<file path="src/rtl/bitfusion_pkg.sv">
// Shared constants and types for the bit-fusion accumulator back end.
package bitfusion_pkg;

  localparam int ACC_W   = 28;
  localparam int OUT_W   = 8;
  localparam int SHIFT_W = 5;
  localparam int OUT_MAX = 127;
  localparam int OUT_MIN = -128;

  // Outcome of the saturation stage for one result
  typedef enum logic [1:0] {
    SAT_NONE = 2'd0,
    SAT_HIGH = 2'd1,
    SAT_LOW  = 2'd2
  } sat_e;

endpackage

</file>
<file path="src/rtl/acc_requant_if.sv">
// Accumulator-side and activation-side handshake bundle for acc_requant.
interface acc_requant_if #(
  parameter int ACC_W   = bitfusion_pkg::ACC_W,
  parameter int OUT_W   = bitfusion_pkg::OUT_W,
  parameter int SHIFT_W = bitfusion_pkg::SHIFT_W
);

  logic signed [ACC_W-1:0]   acc_in;
  logic                      acc_valid;
  logic                      acc_ready;
  logic        [SHIFT_W-1:0] shift_amt;
  logic                      relu_en;
  logic        [OUT_W-1:0]   out_data;
  logic                      out_valid;
  logic                      out_ready;

  // Producer of accumulations and consumer of activations
  modport master (
    output acc_in, acc_valid, shift_amt, relu_en, out_ready,
    input  acc_ready, out_data, out_valid
  );

  // The requantizer itself
  modport slave (
    input  acc_in, acc_valid, shift_amt, relu_en, out_ready,
    output acc_ready, out_data, out_valid
  );

endinterface

</file>
<file path="src/rtl/requant_fifo.sv">
// Small circular FIFO holding requantized activations; head is read straight
// from the storage registers so dout is stable while the FIFO is idle.
module requant_fifo #(
  parameter int DEPTH = 4,
  parameter int WIDTH = 8
) (
  input  logic                   clk,
  input  logic                   reset,
  input  logic                   push,
  input  logic                   pop,
  input  logic [WIDTH-1:0]       din,
  output logic [WIDTH-1:0]       dout,
  output logic [$clog2(DEPTH):0] count,
  output logic                   empty
);

  localparam int PTR_W = $clog2(DEPTH);
  localparam logic [PTR_W:0] FULL_COUNT = (PTR_W + 1)'(DEPTH);

  logic [WIDTH-1:0] mem [DEPTH];
  logic [PTR_W-1:0] rd_ptr;
  logic [PTR_W-1:0] wr_ptr;
  logic             do_push;
  logic             do_pop;

  assign empty   = (count == '0);
  assign do_pop  = pop & ~empty;
  assign do_push = push & ((count < FULL_COUNT) | do_pop);
  assign dout    = mem[rd_ptr];

  // Storage array; cleared on reset so the idle head reads as zero
  always_ff @(posedge clk or posedge reset) begin
    if (reset) begin
      for (int i = 0; i < DEPTH; i++) begin
        mem[i] <= '0;
      end
    end else if (do_push) begin
      mem[wr_ptr] <= din;
    end
  end

  // Pointers wrap naturally because DEPTH is a power of two
  always_ff @(posedge clk or posedge reset) begin
    if (reset) begin
      rd_ptr <= '0;
      wr_ptr <= '0;
      count  <= '0;
    end else begin
      if (do_push) begin
        wr_ptr <= wr_ptr + PTR_W'(1);
      end
      if (do_pop) begin
        rd_ptr <= rd_ptr + PTR_W'(1);
      end
      case ({do_push, do_pop})
        2'b10:   count <= count + (PTR_W + 1)'(1);
        2'b01:   count <= count - (PTR_W + 1)'(1);
        default: count <= count;
      endcase
    end
  end

  // Upstream flow control guarantees a push never meets a full FIFO
  assert property (@(posedge clk) disable iff (reset)
    push |-> ((count < FULL_COUNT) || do_pop));

endmodule

</file>
<file path="src/rtl/acc_requant.sv">
// Captures finished accumulations, clears the accumulator, and requantizes
// each value (ReLU, rounding shift, signed saturation) into an 8-bit
// activation queued in a small output FIFO.
module acc_requant #(
  parameter int ACC_W = bitfusion_pkg::ACC_W,
  parameter int OUT_W = bitfusion_pkg::OUT_W,
  parameter int DEPTH = 4
) (
  input  logic         clk,
  input  logic         reset,
  acc_requant_if.slave bus,
  output logic         acc_clear,
  output logic         sat_flag,
  output logic [7:0]   sat_cnt
);

  localparam int SHIFT_W = bitfusion_pkg::SHIFT_W;
  localparam int CNT_W   = $clog2(DEPTH) + 1;

  // Saturation bounds expressed at the widened datapath width
  localparam logic signed [ACC_W:0] SAT_HI = (ACC_W + 1)'((1 << (OUT_W - 1)) - 1);
  localparam logic signed [ACC_W:0] SAT_LO = -SAT_HI - (ACC_W + 1)'(1);

  logic                      accept;
  logic                      s1_valid;
  logic signed [ACC_W-1:0]   s1_acc;
  logic        [SHIFT_W-1:0] s1_shift;
  logic                      s1_relu;

  logic signed [ACC_W:0]     relu_val;
  logic signed [ACC_W:0]     round_bias;
  logic signed [ACC_W:0]     rounded;
  bitfusion_pkg::sat_e       sat_kind;
  logic        [OUT_W-1:0]   result;

  logic        [CNT_W-1:0]   fifo_count;
  logic                      fifo_empty;
  logic                      fifo_pop;

  // Space is reserved for the result already in stage 1, so the FIFO can
  // never overflow; only registered state feeds this decision.
  assign bus.acc_ready = ({1'b0, fifo_count} + {{CNT_W{1'b0}}, s1_valid})
                         < (CNT_W + 1)'(DEPTH);
  assign accept        = bus.acc_valid & bus.acc_ready;

  // Stage 1: capture the accumulation with its shift/ReLU settings and pulse the clear
  always_ff @(posedge clk or posedge reset) begin
    if (reset) begin
      s1_valid  <= 1'b0;
      s1_acc    <= '0;
      s1_shift  <= '0;
      s1_relu   <= 1'b0;
      acc_clear <= 1'b0;
    end else begin
      s1_valid  <= accept;
      acc_clear <= accept;
      if (accept) begin
        s1_acc   <= bus.acc_in;
        s1_shift <= bus.shift_amt;
        s1_relu  <= bus.relu_en;
      end
    end
  end

  // ReLU then round-half-up arithmetic shift, one bit wider than the input
  always_comb begin
    relu_val   = {s1_acc[ACC_W-1], s1_acc};
    if (s1_relu && s1_acc[ACC_W-1]) begin
      relu_val = '0;
    end
    round_bias = '0;
    rounded    = relu_val;
    if (s1_shift != '0) begin
      round_bias = (ACC_W + 1)'(1) << (s1_shift - SHIFT_W'(1));
      rounded    = (relu_val + round_bias) >>> s1_shift;
    end
  end

  // Clamp to the signed output range and classify the outcome
  always_comb begin
    sat_kind = bitfusion_pkg::SAT_NONE;
    result   = rounded[OUT_W-1:0];
    if (rounded > SAT_HI) begin
      sat_kind = bitfusion_pkg::SAT_HIGH;
      result   = SAT_HI[OUT_W-1:0];
    end else if (rounded < SAT_LO) begin
      sat_kind = bitfusion_pkg::SAT_LOW;
      result   = SAT_LO[OUT_W-1:0];
    end
  end

  // Sticky saturation flag and a counter that parks at its maximum
  always_ff @(posedge clk or posedge reset) begin
    if (reset) begin
      sat_flag <= 1'b0;
      sat_cnt  <= 8'd0;
    end else if (s1_valid && (sat_kind != bitfusion_pkg::SAT_NONE)) begin
      sat_flag <= 1'b1;
      if (sat_cnt != 8'hFF) begin
        sat_cnt <= sat_cnt + 8'd1;
      end
    end
  end

  assign fifo_pop      = bus.out_valid & bus.out_ready;
  assign bus.out_valid = ~fifo_empty;

  requant_fifo #(
    .DEPTH (DEPTH),
    .WIDTH (OUT_W)
  ) u_fifo (
    .clk   (clk),
    .reset (reset),
    .push  (s1_valid),
    .pop   (fifo_pop),
    .din   (result),
    .dout  (bus.out_data),
    .count (fifo_count),
    .empty (fifo_empty)
  );

endmodule

</file>
<file path="src/flat_wrapper.sv">
// flat-port wrapper written by rule: the top's interface ports become plain ports
module acc_requant_flat 
#(
  parameter int ACC_W = bitfusion_pkg::ACC_W,
  parameter int OUT_W = bitfusion_pkg::OUT_W,
  parameter int DEPTH = 4
)
  (clk, reset, acc_clear, sat_flag, sat_cnt, bus_acc_in, bus_acc_valid, bus_shift_amt, bus_relu_en, bus_out_ready, bus_acc_ready, bus_out_data, bus_out_valid);
  acc_requant_if #(.ACC_W(ACC_W), .OUT_W(OUT_W)) bus_i ();
  input  logic clk;
  input  logic reset;
  output logic acc_clear;
  output logic sat_flag;
  output logic [7:0] sat_cnt;
  input wire logic [$bits(bus_i.acc_in)-1:0] bus_acc_in;
  input wire logic [$bits(bus_i.acc_valid)-1:0] bus_acc_valid;
  input wire logic [$bits(bus_i.shift_amt)-1:0] bus_shift_amt;
  input wire logic [$bits(bus_i.relu_en)-1:0] bus_relu_en;
  input wire logic [$bits(bus_i.out_ready)-1:0] bus_out_ready;
  output wire logic [$bits(bus_i.acc_ready)-1:0] bus_acc_ready;
  output wire logic [$bits(bus_i.out_data)-1:0] bus_out_data;
  output wire logic [$bits(bus_i.out_valid)-1:0] bus_out_valid;
  assign bus_i.acc_in = bus_acc_in;
  assign bus_i.acc_valid = bus_acc_valid;
  assign bus_i.shift_amt = bus_shift_amt;
  assign bus_i.relu_en = bus_relu_en;
  assign bus_i.out_ready = bus_out_ready;
  assign bus_acc_ready = bus_i.acc_ready;
  assign bus_out_data = bus_i.out_data;
  assign bus_out_valid = bus_i.out_valid;
  acc_requant #(.ACC_W(ACC_W), .OUT_W(OUT_W), .DEPTH(DEPTH)) u_core (.clk(clk), .reset(reset), .bus(bus_i), .acc_clear(acc_clear), .sat_flag(sat_flag), .sat_cnt(sat_cnt));
endmodule
</file>
<file path="config.mk">
export PLATFORM = sky130hd
export DESIGN_NAME = acc_requant_flat
export DESIGN_NICKNAME = d
export VERILOG_FILES = /design/src/rtl/bitfusion_pkg.sv /design/src/rtl/acc_requant_if.sv /design/src/rtl/requant_fifo.sv /design/src/rtl/acc_requant.sv /design/src/flat_wrapper.sv
export SDC_FILE = /design/constraint.sdc
export NUM_CORES = 1
export LEC_CHECK = 0
export ABC_CLOCK_PERIOD_IN_PS = 13500
export BUFFER_PORTS_ARGS = -buffer_cell sky130_fd_sc_hd__buf_2
export CAP_MARGIN = 0
export CORE_UTILIZATION = 60
export CTS_CLUSTER_DIAMETER = 100
export DETAILED_ROUTE_END_ITERATION = 7
export PLACE_DENSITY_LB_ADDON = 0.05
export SETUP_SLACK_MARGIN = 0.05
export SYNTH_ARGS = -nofsm -noshare
export SYNTH_HDL_FRONTEND = slang
export SYNTH_HIERARCHICAL = 1
export SYNTH_SLANG_ARGS = --single-unit
</file>
<file path="constraint.sdc">
create_clock -name clk -period 13.5 [get_ports clk]
set_clock_uncertainty 0.1 [all_clocks]
set_input_delay 0 -clock clk [delete_from_list [all_inputs] [get_ports clk]]
set_output_delay 0 -clock clk [all_outputs]
set_load 0.1 [all_outputs]
</file>
* Yosys cells after proc, flatten, opt, wreduce, memory -nomap -nowiden *
Cells that the tools add are included.

storage, ports and cells
  input bits = 38
  word-level logic and storage cells = 62
  flip-flop bits (word level) = 83

operators by class
  bitwise logic cells = 8
  magnitude comparators = 7
  add/subtract/negate cells = 8
  shift operators = 2
  reductions and logical operators = 8
  eq/ne operators = 3
  muxes and demuxes = 13

operators with widths
  cell                    count
  $mux W29                2
  $mux W8                 5
  $bwmux W32              1
  $add A29 B29 Y29        1
  $gt A29 B8 Y1 const B   1
  $lt A29 B8 Y1 const B   1
  $shl A1 B5 Y29 const A  1
  $sshr A29 B5 Y29        1
  $bmux W8 S2             1
  $demux W8 S2            1
  $add A8 B1 Y8 const B   1
  $ne A8 B8 Y1 const B    1
  $ge A3 B3 Y1 const B    2
  $not A2 Y3              2
  $pmux W3 S2             1
  $reduce_bool A5 Y1      1
  $sub A5 B1 Y5 const B   1
  $add A2 B1 Y2 const B   2
  $add A3 B1 Y4           1
  $and A1 B1 Y1           4
  $lt A4 B3 Y1 const B    1
  $mux W2                 2
  $reduce_bool A2 Y1      2
  $add A3 B1 Y3 const B   1
  other kinds (10)        12

* Logic depth before layout (Yosys ltp) *
Gate-level depths: netlist of the first run.

  word-level depth = 11
  gate-level depth with buffers = 27

* Cells and area by module *
Netlist of the first run, hierarchy kept.

modules (own cells, without submodules)
  module        area an instance (sq um)  instances  cells an instance  sequential area each (sq um)
  acc_requant   6770.2                    1          934                1101.1
  requant_fifo  1950.6                    1          115                975.9

* Worst setup path after synthesis of the first run *
Ideal clock, no wire load.

  kind = register to register
  start point = register u_core.s1_shift[2]
  end point = register u_core/u_fifo/mem[11] (netlist bit)
  required time = 13275 ps
  stages on the path, launching flop included = 27
  arrival time = 5724 ps
  slack = 7551 ps
  setup time = 125 ps
  cells stage by stage = dfrtp_1 clkbuf_1 clkbuf_1 clkbuf_1 buf_1 clkbuf_1 nand3_1 nor2_1 ha_1 buf_2 a21oi_1 o21ai_1 a21oi_1 o22ai_1 or4_1 buf_4 a221o_1 o211ai_2 o31ai_1 nor4b_2 nor4b_2 and4_1 buf_4 or2_2 buf_2 o21ai_1 mux2_4

on the way
  longest elaborated chain between the ends = 9
  elaborated cells between the ends (all ways) = 11
  those cells by class = 2 x add/sub; 2 x order compare; 2 x shift; 4 x mux; 1 x reduce/logical

RTL lines
  element                         RTL line            RTL
  start: declaration              acc_requant.sv:27   logic [SHIFT_W-1:0] s1_shift;
  start signal: assignment        acc_requant.sv:59   s1_shift <= bus.shift_amt;
  $sub A5 B1 Y5                   acc_requant.sv:74   round_bias = (ACC_W + 1)'(1) << (s1_shift - SHIFT_W'(1));
  $shl A1 B5 Y29                  acc_requant.sv:74
  $add A29 B29 Y29                acc_requant.sv:75   rounded = (relu_val + round_bias) >>> s1_shift;
  $sshr A29 B5 Y29                acc_requant.sv:75
  $mux W29 (*)                    acc_requant.sv:73   if (s1_shift != '0) begin
  $lt A29 B8 Y1                   acc_requant.sv:86   end else if (rounded < SAT_LO) begin
  $mux W8                         acc_requant.sv:86
  $mux W8 (*)                     acc_requant.sv:83   if (rounded > SAT_HI) begin
  net u_core.result[3]            acc_requant.sv:34   logic [OUT_W-1:0] result;
  $bwmux W32 (*)                  requant_fifo.sv:38  mem[wr_ptr] <= din;
  end signal: indexed assignment  requant_fifo.sv:38
  end: declaration                requant_fifo.sv:20  logic [WIDTH-1:0] mem [DEPTH];

Mark *: on every way through the listed nets, which the timed path passes. The rest lies on a longest branch.
A chain may end at the register's enable or synchronous reset.

* Worst setup path in the final report of the first run *
  start point = register u_core.s1_shift[0]
  end point = register u_core/u_fifo/mem[5] (netlist bit)

Same word-level chain as after synthesis.

==> results.toml, run 1 <==
[status]
outcome = "finished clean"

[routing]
ant_nets = 0
detail_route.drc_violations = 0
post_drt_wl_per_cell_um = 22.4
num_vias = 8809
drt_iter0_markers = 950
viasPerCell = 6.93
firstDrtPassIters = 8
wirelength_mm = 28.5

[global_routing]
antenna_found_initial = 0
grt-ovfl-total = 0
grt_pass1_wl_mm = 44.8
grt_pass1_vias = 8244
grt_max_degree = 52
track_usage = 0.393

[final_layout]
antenna_cells = 0
syn_to_final_growth_pct = 10.2
drive_gt1_frac = 0.188
fillCellCount = 1173
layout.nets = 1161

[sta]
worst_slew_pin_slew_ps = 963
slew_viol_final = 0
layout_min_cycle_time_ps = 7300
finalHoldViolCount = 0
whs_ps = 86.6
setup_viol = 0
max_freq_ghz = 0.137
fin_crit_sh = 0.541
grt_setup_unrepaired = "false"
setup_tns_ps = 0
setup_ws_ps = 6200
slew_headroom = 0.341

[synth]
netlist_area_mm2 = 0.00872
yosysWarnings = 6
synth.distinct_cells = 85
synth_top_family_by_area = "compound AO/OA/AOI/OAI gates"
async_flop_share = 1.00
ys_ff_latch = 83
synthMuxAreaShare = 0.159
ys_seq_area_frac = 0.238
synth_enable_flop_cells = 0
synth-compound-area-share = 0.236
synth_fp_nets = 1123
synth_top_cell_by_area = "dfrtp_1"
ys.flop_type = "dfrtp_1"
synth_fa_ha_area_frac = 0.0534
synth_simple_gate_area_frac = 0.228
synth_xor_area_frac = 0.0352
ys_top_cells_by_area = "dfrtp_1 24%, mux2_4 5.7%, ha_1 4.9%"
synthCells = 1049
synth_top_cell_area_share = 0.238
post_synth.cell_area_avg_um2 = 8.31

[worst_setup_path]
path_depth = 19
max_stage_delay_ps = 660
crit_family = "simple AND/OR/NAND/NOR gates"
crit_slowest_cell = "inv_1"
reg2reg_slack_ps = 6200
crit_path_end_kind = "register"
crit_chain = "buf_4 > inv_1 > nand2_1 > nor2_1 > ha_1 > nand4_1 > nor3_1 > a2111oi_0 > a41oi_1 > nand2_1 > a21oi_1 > a22o_1 > nor2_1 > nor3_1 > nand4bb_2 > nor4_4 > nor2b_1 > a21oi_1 > mux2_4"
r2r.worst_path.cells = 19
arrival_ps = 7480
cp.required_ps = 13680
start_kind = "register"
timing.critical_path.buf_inv = 2
crit_type = "reg2reg"
cp_max_fo = 36

[clock_tree]
htree_levels = 3
cts-resized-gates = 0
clk_pin_slew_ps = 60
cts.path.max_buffers = 2
ctsHoldBuffers = 35
cts.sinks = 83
cts_setup_buffers = 0
root_buffer = "clkbuf_16"
clk_latency_ps = 340
cts_tree = "done"
cts-buffers-inserted = 9

[flow_run]
cap_violations = 0

[placement]
dp_slack_ps = 6590
routabilityCongestion = 1.01
io_buffers = 57
post-dp-hpwl_mm = 21.3

[floorplanning]
die_w_um = 123
core_area_mm2 = 0.0140
start_util = 0.621
die_h_um = 123
dieArea_mm2 = 0.0150
io_pins = 58
num_rows = 43

[worst_hold_path]
min_path_cells = 4
hold_path_class = "in2reg"
routing by layer:
| metal | vias to the layer above | GRT usage | wire length (µm) |
|---|---|---|---|
| li1 | 3967 | - | - |
| met1 | 4210 | 0.550 | 12100 |
| met2 | 547 | 0.592 | 12400 |
| met3 | 85 | 0.0734 | 2900 |
| met4 | 0 | 0.165 | 1110 |
| met5 | - | 0 | 0 |
final cells by class:
type | count | area (µm²) | share of cell area
Sequential cell | 83 | 2080 | 0.216
Inverter | 20 | 75.1 | 0.00781
Timing Repair Buffer | 104 | 726 | 0.0755
Tap cell | 180 | 225 | 0.0234
Multi-Input combinational cell | 869 | 6200 | 0.645
Clock buffer | 10 | 239 | 0.0249
Clock inverter | 6 | 70.1 | 0.00729
placed cells by master, fill, tap and decap left out, types with 6 or more instances in the layout:
master         synthesis  routed
dfrtp_1               83      83
dlygate4sd3_1          0      35
a221o_1                7       7
xor2_1                12      12
nand3_1               19      19
mux2_4                33      33
and4_1                 7       7
or4_1                  8       8
inv_1                 20      19
or3_1                  6       6
o21ai_0               45      45
and2_1                32      32
a211oi_1              15      15
buf_4                  6      12
nand2_1              112     112
nand4_1               21      21
and3_1                 6       6
mux4_2                12      12
xnor2_1               23      23
a21o_1                 7       7
o211a_1                6       6
nand2b_1              12      12
buf_2                 24      57
a22oi_1               11      11
o21ai_1               16      16
o211ai_1              14      14
clkbuf_16              0       9
mux2_2                37      37
nor3_1                25      25
a211o_1                7       7
a31oi_1               13      13
or2_2                  6       6
nor2_1               112     112
a21oi_1               80      80
o21a_1                14      14
mux2i_1               20      20
ha_1                  34      34
metrics by stage:
step	cells	utilization	cell area, µm²
after detailed placement	1221	0.637	8950
after global routing	1272	0.684	9610
after global placement	1221	0.637	8950
final	1272	0.684	9610
after CTS	1272	0.684	9610
after floorplan	1049	-	8720
cells in the mapped netlist, drive strengths merged, types with 16 or more instances:
| library cell | count |
|---|---|
| a211oi | 17 |
| mux2i | 20 |
| nand4 | 21 |
| and2 | 32 |
| mux2 | 70 |
| o211ai | 16 |
| nand2 | 113 |
| nand3 | 19 |
| buf | 45 |
| inv | 20 |
| dfrtp | 83 |
| ha | 34 |
| nor2 | 112 |
| a21oi | 82 |
| o21ai | 61 |
| xnor2 | 23 |
| clkbuf | 32 |
| nor3 | 25 |
cell families after synthesis:
family          count (synthesis)
xor+xnor                       35
simple gates                  394
fa+ha+maj                      36
flops                          83
buf+inv                        97
mux                           102
compound gates                302
final timing paths:
kind	startpoint	endpoint
setup / recovery	u_core/s1_shift[0]	u_core/u_fifo/mem[5]
hold / removal	bus_out_ready	u_core/u_fifo/rd_ptr[0]
setup reg to reg	u_core/s1_shift[0]	u_core/u_fifo/mem[5]
hold reg to reg	u_core/sat_flag	u_core/sat_flag
max in group asynchronous	reset	u_core/s1_acc[6]
min in group asynchronous	reset	u_core/u_fifo/mem[7]
sequential cells by signal, indices dropped and copies added, names as in the netlist:
register,flops
u_core/s1_valid,1
u_core/s1_acc,28
u_core/s1_shift,5
u_core/sat_cnt,8
u_core/u_fifo/rd_ptr,2
u_core/sat_flag,1
u_core/u_fifo/count,3
u_core/u_fifo/mem,32
u_core/u_fifo/wr_ptr,2
u_core/s1_relu,1
tightest hold or removal path, cell delays in order:
cell	delay (ps)
buf_2	90
nor2b_1	120
o31a_2	140
xor2_1	120
Power of run 1 is left out: the tool's default activity adds up to more than one toggle a clock period on the data nets, which glitch-free logic cannot reach.
==> inputs of run 2 (changes only) <==
--- a/config.mk
+++ b/config.mk
@@ -5,10 +5,10 @@
 export SDC_FILE = /design/constraint.sdc
 export NUM_CORES = 1
 export LEC_CHECK = 0
-export ABC_CLOCK_PERIOD_IN_PS = 13500
+export ABC_CLOCK_PERIOD_IN_PS = 6450
 export BUFFER_PORTS_ARGS = -buffer_cell sky130_fd_sc_hd__buf_2
 export CAP_MARGIN = 0
-export CORE_UTILIZATION = 60
+export CORE_UTILIZATION = 57
 export CTS_CLUSTER_DIAMETER = 100
 export DETAILED_ROUTE_END_ITERATION = 7
 export PLACE_DENSITY_LB_ADDON = 0.05
==> constraint.sdc (replaced) <==
create_clock -name clk -period 6.45 [get_ports clk]
set_clock_uncertainty 0.1 [all_clocks]
set_input_delay 0 -clock clk [delete_from_list [all_inputs] [get_ports clk]]
set_output_delay 0 -clock clk [all_outputs]
set_load 0.1 [all_outputs]
==> run 2 against run 1 <==
Effect of this change: the flow now finishes with violations (DRC); largest cell class unchanged; final area up 1.4%; critical endpoint is now u_core/u_fifo/mem[25]; first-iteration DRC count up 36%; core utilization down 2.4 points; critical path type unchanged.
==> results.toml, run 2 (same netlist as run 1, synthesis figures left out) <==
[clock_tree]
cts_tree = "done"
clk_latency_ps = 330
cts.path.max_buffers = 2
cts.sinks = 83
root_buffer = "clkbuf_16"
htree_levels = 3
cts-buffers-inserted = 9
clk_pin_slew_ps = 70
cts_setup_buffers = 0

[placement]
post-dp-hpwl_mm = 21.7
routabilityCongestion = 1.01
io_buffers = 57

[floorplanning]
num_rows = 44
io_pins = 58
core_area_mm2 = 0.0148
start_util = 0.591
die_h_um = 126
dieArea_mm2 = 0.0158
die_w_um = 126

[routing]
post_drt_wl_per_cell_um = 21.9
ant_nets = 0
viasPerCell = 6.79
firstDrtPassIters = 8
num_vias = 8787
wirelength_mm = 28.4
detail_route.drc_violations = 3
drt_iter0_markers = 1290

[worst_setup_path]
crit_chain = "nor2_1 > nand2_1 > nor2_1 > ha_1 > fa_1 > a211oi_2 > o211a_1 > o21ai_0 > xnor2_1 > a22o_1 > a211o_1 > a221o_1 > a21oi_1 > nand4b_1 > nand4bb_2 > nor4_4 > nor2b_1 > a21oi_1 > mux2_4"
r2r.worst_path.cells = 19
crit_start = "u_core/s1_shift[4]"
arrival_ps = 6180
cp.required_ps = 6620
crit_slowest_cell = "o21ai_0"
crit_path_end_kind = "register"
reg2reg_from = "u_core/s1_shift[4]"
cp-endpoint = "u_core/u_fifo/mem[25]"
crit_type = "reg2reg"
max_stage_delay_ps = 610
reg2reg_slack_ps = 440
cp_max_fo = 17
worstReg2RegEnd = "u_core/u_fifo/mem[25]"
start_kind = "register"

[final_layout]
reg_top3 = "u_core/u_fifo/mem (32), u_core/s1_acc (28), u_core/sat_cnt (8)"
top_register = "u_core/u_fifo/mem"
fillCellCount = 1264
layout.nets = 1179
largest_reg_flops = 32
final_cell_mix = "111 x nand2_1, 111 x nor2_1, 82 x dfrtp_1"
antenna_cells = 0
drive_gt1_frac = 0.205
syn_to_final_growth_pct = 11.8

[global_routing]
grt_pass1_wl_mm = 45.2
grt_pass1_vias = 8228
track_usage = 0.365
antenna_found_initial = 0
grt_max_degree = 45
grt-ovfl-total = 0

[status]
outcome = "finished, violations left"
failed_checks = "DRC"

[sta]
setup_tns_ps = 0
slew_viol_final = 0
finalHoldViolCount = 0
setup_viol = 0
slew_headroom = 0.349
max_freq_ghz = 0.166
grt_setup_unrepaired = "false"
fin_crit_sh = 0.932
worst_slew_pin_slew_ps = 977
layout_min_cycle_time_ps = 6010

[worst_hold_path]
hold_path_class = "in2reg"

[flow_run]
cap_violations = 0
run 2: changes by cell type in the layout (fill, tap and decap cells not counted), sizes merged:
| cell | delta |
|---|---|
| buf | +18 |
| clkinv | +2 |
| bufinv | -1 |
| clkbuf | -1 |
| clkinvlp | -1 |
| inv | +1 |
run 2: worst min path at each step:
stage / from / end / slack, ps / cells after the start
2_1_floorplan: bus_shift_amt[0] / u_core/s1_shift[0] / 20 / 2
5_1_grt: bus_out_ready / u_core/u_fifo/rd_ptr[0] / 120 / 4
3_3_place_gp: reset / u_core/u_fifo/count[0] / 50 / 3
6_report: bus_out_ready / u_core/u_fifo/rd_ptr[1] / 90 / 5
3_5_place_dp: reset / u_core/u_fifo/mem[15] / 50 / 3
4_1_cts: bus_out_ready / u_core/u_fifo/rd_ptr[1] / 80 / 5
run 2: metal layers:
metal,vias up,part of all wire,global-route usage
li1,4025,-,-
met1,4160,0.43,0.514
met2,515,0.44,0.561
met3,87,0.099,0.0731
met4,0,0.034,0.121
met5,-,0,0
run 2: area by class of cell:
class	instances	area (µm²)	area share
flip-flops and latches	83	2080	0.213
repair buffers	122	861	0.0883
inverters	20	75.1	0.00770
well taps	184	230	0.0236
multi-input cells	869	6210	0.637
clock inverters	7	71.3	0.00732
clock buffers	9	225	0.0231
run 2: repair_timing:
item | 4_1_cts | 5_1_grt
resized for setup | 0 | 5
hold buffers | 35 | 0
hold endpoints to repair | 117 | 0
setup endpoints to repair | 0 | 28
run 2: per-stage QoR:
| stage | instances | instance area, µm² | hold WS [ps] | utilization | worst slack, ps |
|---|---|---|---|---|---|
| final | 1294 | 9750 | 92.6 | 0.661 | 438 |
| after global routing | 1294 | 9750 | 121 | 0.661 | 139 |
| after CTS | 1294 | 9740 | 83.6 | 0.660 | 503 |
| after detailed placement | 1243 | 9090 | 54.1 | 0.616 | 548 |
| after global placement | 1243 | 9090 | 47.9 | 0.616 | 557 |
| after floorplan | 1049 | 8720 | 16.8 | - | 501 |
run 2: critical path, delay by kind of cell (launching register included):
| kind | cells | cell delay (ps) |
|---|---|---|
| muxes | 1 | 230 |
| adders and majority gates | 2 | 540 |
| AOI/OAI and AO/OA | 8 | 2590 |
| and+or+nand+nor | 7 | 1650 |
| DFF | 1 | 580 |
| xor gates and xnor gates | 1 | 270 |
Power of run 2 is left out for the same reason.
==> inputs of run 3 (changes only) <==
--- a/config.mk
+++ b/config.mk
@@ -11,7 +11,7 @@
 export CORE_UTILIZATION = 57
 export CTS_CLUSTER_DIAMETER = 100
 export DETAILED_ROUTE_END_ITERATION = 7
-export PLACE_DENSITY_LB_ADDON = 0.05
+export PLACE_DENSITY = 0.82
 export SETUP_SLACK_MARGIN = 0.05
 export SYNTH_ARGS = -nofsm -noshare
 export SYNTH_HDL_FRONTEND = slang
==> run 3 against run 2 <==
Effect of this change: the flow still finishes with violations (DRC); final cell count increased by 0.62%; core utilization increased by 0.71 points; setup slack worse by 96 ps; register-to-register slack lost 96 ps; global-route usage is 2.4 points higher; worst hold slack worse by 19 ps; final area is 1.1% higher; non-clock buffer count is 8 higher; critical path depth did not move; die area unchanged; first-iteration DRC count up 5.6%; via count rose by 2.9%; critical path type unchanged.
==> results.toml, run 3 (same netlist as run 1, synthesis figures left out) <==
[floorplanning]
start_util = 0.591
die_h_um = 126
num_rows = 44
io_pins = 58
die_w_um = 126
dieArea_mm2 = 0.0158
core_area_mm2 = 0.0148

[worst_setup_path]
crit_chain = "buf_4 > nor2_2 > nand2_1 > nor2_1 > ha_1 > a211oi_2 > o21ai_1 > a221o_1 > a2111oi_0 > a41oi_1 > nand3_1 > o2111ai_1 > mux2i_1 > a31oi_1 > a2111oi_0 > and4_2 > or2_2 > o21ai_1 > mux2_4"
crit_type = "reg2reg"
max_stage_delay_ps = 460
arrival_ps = 6230
crit_path_end_kind = "register"
cp_max_fo = 36
start_kind = "register"
timing.critical_path.buf_inv = 1
cp.required_ps = 6570
crit_family = "compound AO/OA/AOI/OAI gates"
crit_slowest_cell = "a221o_1"

[global_routing]
grt_pass1_vias = 8670
grt-ovfl-total = 0
grt_max_degree = 45
grt_pass1_wl_mm = 47.8
antenna_found_initial = 0
track_usage = 0.389

[final_layout]
drive_gt1_frac = 0.212
largest_reg_flops = 32
syn_to_final_growth_pct = 13.0
reg_top3 = "u_core/u_fifo/mem (32), u_core/s1_acc (28), u_core/sat_cnt (8)"
final_cell_mix = "111 x nand2_1, 110 x nor2_1, 83 x dfrtp_1"
fillCellCount = 1216
layout.nets = 1187
antenna_cells = 0
final_common_cell = "nand2_1"
top_register = "u_core/u_fifo/mem"

[routing]
wl_met3_mm = 3.22
wirelength_mm = 30.0
firstDrtPassIters = 8
viasPerCell = 6.94
detail_route.drc_violations = 1
ant_nets = 0
drt-met1-wl_mm = 12.5
met2_length_mm = 13.1
num_vias = 9038
routed.top_layer = "met4"
post_drt_wl_per_cell_um = 23.0
drt_iter0_markers = 1362

[placement]
io_buffers = 57
routabilityCongestion = 1.06
post-dp-hpwl_mm = 22.5

[clock_tree]
cts-buffers-inserted = 9
cts.path.max_buffers = 2
clk_latency_ps = 340
clk_pin_slew_ps = 60
htree_levels = 3
cts_tree = "done"
root_buffer = "clkbuf_16"
cts.sinks = 83
cts_setup_buffers = 0

[sta]
finalHoldViolCount = 0
fin_crit_sh = 0.947
setup_viol = 0
slew_headroom = 0.370
worst_slew_pin_slew_ps = 944
slew_viol_final = 0
grt_setup_unrepaired = "false"
max_freq_ghz = 0.164
setup_tns_ps = 0
layout_min_cycle_time_ps = 6110

[flow_run]
cap_violations = 0

[status]
failed_checks = "DRC"
outcome = "finished, violations left"

[worst_hold_path]
hold_path_class = "in2reg"
==> run 3: what timing repair did <==
action | 4_1_cts | 5_1_grt
hold endpoints to repair | 117 | 0
hold buffers | 35 | 0
endpoints found under the setup margin | 0 | 31
gates resized for setup | 0 | 6
==> run 3: routing by layer <==
layer,vias up,GRT usage
li1,4032,-
met1,4273,0.534
met2,630,0.598
met3,103,0.0850
met4,0,0.156
met5,-,0
==> run 3: layout make-up <==
type / instances / area, µm² / area share
clock buffer: 10 / 239 / 0.0243
clock inverter: 6 / 96.3 / 0.00978
inverter: 20 / 75.1 / 0.00762
multi-input combinational: 869 / 6210 / 0.631
sequential: 83 / 2080 / 0.211
tap: 184 / 230 / 0.0234
timing repair buffer: 130 / 921 / 0.0935
==> run 3: worst paths after layout <==
path | startpoint | end | slack, ps | cells after the start
setup / recovery | u_core/s1_shift[3] | u_core/u_fifo/mem[12] | 340 | 19
setup reg to reg | u_core/s1_shift[3] | u_core/u_fifo/mem[12] | 340 | 19
min in group asynchronous | reset | u_core/u_fifo/count[0] | 230 | 4
hold / removal | bus_out_ready | u_core/u_fifo/rd_ptr[0] | 70 | 4
hold reg to reg | u_core/sat_flag | u_core/sat_flag | 400 | 1
max in group asynchronous | reset | u_core/s1_acc[5] | 5330 | 3
==> run 3: stage by stage <==
step	worst slack [ps]	util	hold WS, ps	cell area (µm²)	instances
after CTS	222	0.667	69.5	9840	1302
after floorplan	501	-	16.8	8720	1049
after global routing	87.0	0.668	104	9850	1302
after global placement	356	0.620	46.2	9150	1251
after detailed placement	251	0.620	54.4	9150	1251
final	342	0.668	73.9	9850	1302
==> run 3: worst min-delay path, cell delays in order <==
cell	delay [ps]
buf_2	70
nor2b_1	140
o31a_2	200
xor2_1	70
Power of run 3 is left out for the same reason.
